## config.mk

```make
export PLATFORM = sky130hd
export DESIGN_NAME = hipass_gate_ctrl
export DESIGN_NICKNAME = d
export VERILOG_FILES = /design/src/rtl/hipass_gate_ctrl.sv
export SDC_FILE = /design/constraint.sdc
export NUM_CORES = 1
export LEC_CHECK = 0
export CORE_MARGIN = 10
export CORE_UTILIZATION = 39
export DETAILED_ROUTE_END_ITERATION = 12
export PLACE_DENSITY_LB_ADDON = 0.12
export SYNTH_ARGS = -nofsm -noshare
export SYNTH_HDL_FRONTEND = slang
export SYNTH_SLANG_ARGS = --single-unit
```

## constraint.sdc

```tcl
create_clock -name clk_i -period 1.5 [get_ports clk_i]
set_input_delay 0.225 -clock clk_i [delete_from_list [all_inputs] [get_ports clk_i]]
set_output_delay 0.225 -clock clk_i [all_outputs]
set_load 0.005 [all_outputs]
```

## src/rtl/hipass_gate_ctrl.sv

```systemverilog
// Hi-pass toll-lane sequencer: tag-gated barrier control, lane counter enable, pass tally and alarm.
// Moore outputs decoded from the registered state (1-clk input->output latency); async active-high reset.
module hipass_gate_ctrl #(
  parameter int TAG_TIMEOUT = 6,
  parameter int OPEN_CYC    = 8,
  parameter int CNT_W       = 4
) (
  input  logic             clk_i,
  input  logic             rst_i,
  input  logic             car_det_i,
  input  logic             tag_valid_i,
  input  logic             tag_ok_i,
  input  logic             car_pass_i,
  input  logic             alarm_ack_i,
  output logic [1:0]       en_o,
  output logic             gate_open_o,
  output logic             alarm_o,
  output logic             busy_o,
  output logic [CNT_W-1:0] pass_cnt_o,
  output logic             pass_ovf_o,
  output logic [2:0]       state_o
);

  localparam int TMAX = (TAG_TIMEOUT > OPEN_CYC) ? TAG_TIMEOUT : OPEN_CYC;
  localparam int TW   = (TMAX > 2) ? $clog2(TMAX) : 1;

  typedef enum logic [2:0] {
    S_IDLE     = 3'd0,
    S_WAIT_TAG = 3'd1,
    S_OPEN     = 3'd2,
    S_CLOSE    = 3'd3,
    S_ALARM    = 3'd4
  } state_e;

  state_e           state_q, state_d;
  logic [TW-1:0]    tmr_q, tmr_d;
  logic [CNT_W-1:0] cnt_q, cnt_d;
  logic             ovf_q, ovf_d;
  logic [CNT_W:0]   cnt_inc;

  always_ff @(posedge clk_i or posedge rst_i) begin
    if (rst_i) begin
      state_q <= S_IDLE;
      tmr_q   <= '0;
      cnt_q   <= '0;
      ovf_q   <= 1'b0;
    end else begin
      state_q <= state_d;
      tmr_q   <= tmr_d;
      cnt_q   <= cnt_d;
      ovf_q   <= ovf_d;
    end
  end

  always_comb begin
    state_d = state_q;
    cnt_d   = cnt_q;
    ovf_d   = ovf_q;
    cnt_inc = {1'b0, cnt_q} + {{CNT_W{1'b0}}, 1'b1};
    case (state_q)
      S_IDLE: begin
        if (car_det_i) state_d = S_WAIT_TAG;
      end
      S_WAIT_TAG: begin
        // A tag strobe on the final waiting cycle takes priority over the timeout.
        if (tag_valid_i)                           state_d = tag_ok_i ? S_OPEN : S_ALARM;
        else if (tmr_q == TW'(TAG_TIMEOUT - 1))    state_d = S_ALARM;
      end
      S_OPEN: begin
        if (car_pass_i) begin
          state_d = S_CLOSE;
          cnt_d   = cnt_inc[CNT_W-1:0];
          if (cnt_inc[CNT_W]) ovf_d = 1'b1;
        end else if (tmr_q == TW'(OPEN_CYC - 1)) begin
          state_d = S_CLOSE;
        end
      end
      S_CLOSE: state_d = S_IDLE;
      S_ALARM: begin
        if (alarm_ack_i) state_d = S_IDLE;
      end
      default: state_d = S_IDLE;
    endcase
    tmr_d = (state_d != state_q) ? '0 : tmr_q + TW'(1);
  end

  always_comb begin
    en_o        = 2'b00;
    gate_open_o = 1'b0;
    alarm_o     = 1'b0;
    busy_o      = (state_q != S_IDLE);
    case (state_q)
      S_OPEN: begin
        en_o        = 2'b10;
        gate_open_o = 1'b1;
      end
      S_CLOSE: en_o    = 2'b01;
      S_ALARM: alarm_o = 1'b1;
      default: ;
    endcase
  end

  assign pass_cnt_o = cnt_q;
  assign pass_ovf_o = ovf_q;
  assign state_o    = state_q;

endmodule

```

**Word level (Yosys, flattened, before mapping)**

Cells that the tools add are included.

- $add $sub $neg: 2
- Equality and inequality tests: 7
- Muxes and demuxes: 12
- Reductions and logical operators: 4

Operator list:

| operator | number |
|---|---|
| $mux 3 | 8 |
| $pmux 3 s4 | 1 |
| $eq 3x3->1 const B | 3 |
| $eq 3x2->1 const B | 2 |
| $add 4x1->5 const B | 1 |
| $pmux 2 s2 | 1 |
| $add 3x1->3 const B | 1 |
| $eq 3x1->1 const B | 1 |
| $logic_not 3->1 | 1 |
| $ne 3x3->1 | 1 |
| $reduce_and 3->1 | 1 |
| $reduce_bool 3->1 | 1 |
| $mux 1 | 2 |
| $reduce_and 2->1 | 1 |

- Register bits: 11
- Output and inout port bits: 13
- Word-level logic and storage cells: 29

**Depth between registers and ports, before layout**

- Depth after elaboration: 6
- Depth in mapped cells: 5

**Worst setup path after synthesis**

Ideal clock, no wire load.

- Path kind: flip-flop to flip-flop
- Start: reg tmr_q[0]
- End: reg tmr_q[0]
- Setup time: 0.122 ns
- Data arrival time: 1.413 ns
- Required time: 1.378 ns
- Path slack: -0.034 ns
- Cell stages (with the launch flop): 5
- Buffers on the path: 0
- Period minus slack after synthesis: 1.534 ns
- Cells stage by stage: dfrtp_1 > ha_1 > and3b_1 > o32a_1 > a2111oi_1

- Word-level cells in the longest chain between the ends: 6
- Elaborated cells on any way between the ends: 10
- Those cells by class: 1 x add/sub; 3 x eq/ne; 6 x mux

RTL lines:

| item | RTL line | source |
|---|---|---|
| from (decl) | 36 | `logic [TW-1:0] tmr_q, tmr_d;` |
| from (signal assigned) | 49 | `tmr_q <= tmr_d;` |
| $eq 3x3->1 (on tied branches) | 74, 67 |  |
| $mux 3 (on tied branches) | 74, 67 |  |
| $mux 3 (on tied branches) | 70, 66 |  |
| $pmux 3 s4 | 60 | `case (state_q)` |
| $ne 3x3->1 | 84 | `tmr_d = (state_d != state_q) ? '0 : tmr_q + TW'(1);` |
| $mux 3 * | 84 |  |
| via tmr_d[0] | 36 |  |

Mark *: on every way through the listed nets, which the timed path passes. The rest lies on a longest branch.
A chain may end at the register's enable or synchronous reset.

**Worst setup path after layout**

- Start: reg tmr_q[1]
- End: reg tmr_q[1]

The elaborated chain is that of the path after synthesis.

==> out/summary.txt <==
Period utilization - 1.099
Vias per inst - 5.198
DRT Pass-1 Iters - 4
Post-synth EDFFs - 0
Fin worst setup slack - -0.1479 ns
Static leakage power - 0.0005009 uW
#FFs+latches synth - 11
Crit Path Category - register to register
Peak supply drop - 1.002 mV
Crit path time final - 1.648 ns
Type of origin of the critical path - register
CTS tree - built
Io pins - 20
Total power - 1962 uW
Die outline width - 60.05 um
Maxcap violations - 0
Clock Tree Buf Depth - 2
CTS root buf - clkbuf_4
First-pass GRT wire length - 2684 um
CP delay by family, top - compound AO/OA/AOI/OAI gates
Run status - complete, but fails checks
Synthesis Warnings - 0
Cell breakdown of the critical path - inv_1, ha_2, and3b_1, o32a_1, buf_6, a2111oi_4
WL/cell - 15.28 um
Hold/Removal Path Class - input pin to asynchronous set/reset pin
Count of final hold-check violations - 0
Largest net degree at the start of global routing - 12
Ys flop type - dfrtp_1
Ant diodes - 0
Data arrival, critical path - 1.82 ns
Unrepaired setup endpoints after global routing - yes
Area growth from synthesis to layout - 72.60%
Slew HR - 0.7265
CORE AREA - 1506 um2
Max incr delay on CP - 0.42 ns
Yosys top cell area share - 0.4400
DP Cell Count - 105
Cell count after synthesis - 61
Row count - 14
Post-synth ARST share - 1.000
DRC violation total after the first TritonRoute iteration - 14
Via count - 603
Synth unique cells - 30
Synth area leader - dfrtp_1
Initial Utilization - 0.4153
Layout cell share with drive strength beyond 1 - 0.4700
Crit. End Element - register
Most common cell in the synthesized netlist - dfrtp_1
Global placement routability congestion - 0.7142
Failing checks - negative setup slack
Inserted Clock Buffers - 3
GRT Total Usage - 0.09715
# nets final - 112
Remaining global-route overflow - 0
Critical path's slowest cell - o32a_1
Least-Margin Pin Slew - 0.4098 ns
Final setup fails - 3
CP Buf/Inv Count - 2
Filler Cell Count - 116
H-tree depth - 1
DP Worst Slack - -0.2113 ns
Antenna violations before repair - 0
Post-synthesis sequential area ratio - 0.4400
Final WL - 1772 um
CP required - 1.67 ns
Setup Skew - 0.003417 ns
Final Max Tran Viols - 0
Clock-pin slew on the worst setup and hold paths - 0.07 ns
Mapped cell area - 625.6 um2
Crit Path Max Fanout - 3
Top cells by area, synth - dfrtp_1, ha_1, a2111oi_1
Vias in the first global route - 593
Port Buffer Count - 19
Non-Filler Instances - 116
Synthesized area per cell - 10.26 um2
Commonest cells post-synth - dfrtp_1, a21oi_1, ha_1, inv_1, nand2_1
Final ANT Viol Nets - 0
Clk_lat worst skew - 0.27 ns
Post-route DRC - 0
Clock sinks - 11
Die Ht - 60.05 um
Mapped Nets - 72
DP Wirelength - 1255 um
PD cells - 1817 nW/um2
Peak Freq - 606.8 MHz
Die ar. - 3606 um2
## cell usage in the layout (no fill, tap or decap), types with 2 or more instances in the layout
| cell type | count |
|---|---|
| buf_2 | 2 |
| buf_4 | 16 |
| a2111oi_4 | 2 |
| inv_1 | 3 |
| clkbuf_2 | 2 |
| nor2_1 | 3 |
| dfrtp_1 | 9 |
| nand2_1 | 4 |
| a21oi_1 | 4 |
| clkbuf_4 | 3 |
| buf_6 | 4 |
| clkdlybuf4s50_1 | 11 |
| xnor2_1 | 2 |
| dlygate4sd2_1 | 4 |
| dfrtp_2 | 2 |
| ha_2 | 3 |
## logic make-up (layout without fill, tap and decap cells)
logic type / count (synthesis) / in the layout / synth area share
AO/OA/AOI/OAI: 13 / 13 / 0.1500
multiplexers: 1 / 1 / 0.01800
XOR/XNOR: 3 / 3 / 0.04201
adder cells (fa/ha/maj): 4 / 4 / 0.08000
buffers and inverters: 8 / 47 / 0.05999
flip-flops: 11 / 11 / 0.4400
AND/OR/NAND/NOR: 21 / 21 / 0.2100
## power by group
part	internal [uW]	leakage [uW]	switching, uW
clock	98.7	0.0000177	105
combinational	709	0.000341	518
sequential	410	0.000142	122
total	1220	0.000501	745
## stage by stage
stage	util	area [um2]	hold WS, ns	setup TNS, ns
floorplan	-	651.9	0.07744	0
global placement	0.6221	937.1	0.4520	-0.5552
detailed placement	0.6221	937.1	0.4657	-0.6289
CTS	0.6819	1027	0.2491	-0.2329
global route	0.7168	1080	0.2813	-0.4922
finish	0.7168	1080	0.2380	-0.2679
## final timing paths
check / from / endpoint / slack [ns] / depth (start not counted)
worst max-delay path: tmr_q[1] / tmr_q[1] / -0.15 / 6
worst min-delay path: rst_i / tmr_q[1] / 0.24 / 2
worst max register to register: tmr_q[1] / tmr_q[1] / -0.15 / 6
worst min register to register: pass_ovf_o / pass_ovf_o / 0.48 / 1
max in group asynchronous: rst_i / state_o[2] / 0.95 / 2
min in group clk_i: pass_ovf_o / pass_ovf_o / 0.48 / 1
## timing repair
item,4_1_cts,5_1_grt
hold buffers,0,0
setup buffers,6,1
cloned,0,0
pin swaps,2,6
endpoints found under the setup margin,11,7
resized for setup,19,17
## final cells by class
cell class                      instances  area, um2  area share
Sequential cell                        11      277.8      0.2572
Clock inverter                          1      5.005    0.004635
Clock buffer                            3      22.52     0.02086
Tap cell                               16      20.02     0.01854
Multi-Input combinational cell         42      409.1      0.3789
Timing Repair Buffer                   39      330.3      0.3059
Inverter                                4      15.01     0.01390
## per-layer routing
layer  GRT usage  routed length [um]  vias to the layer above  share of wire
li1            -                   -                      300              -
met1      0.1146                 737                      284           0.42
met2      0.1559                 890                       17           0.50
met3     0.03390                 125                        2          0.071
met4     0.03846                  19                        0          0.011
met5           0                   0                        -              0
## registers in the layout, indices dropped and copies added, names as in the netlist
register    cells
pass_cnt_o      4
pass_ovf_o      1
tmr_q           3
state_o         3
Note: power is estimated with default switching activity, not from simulation.
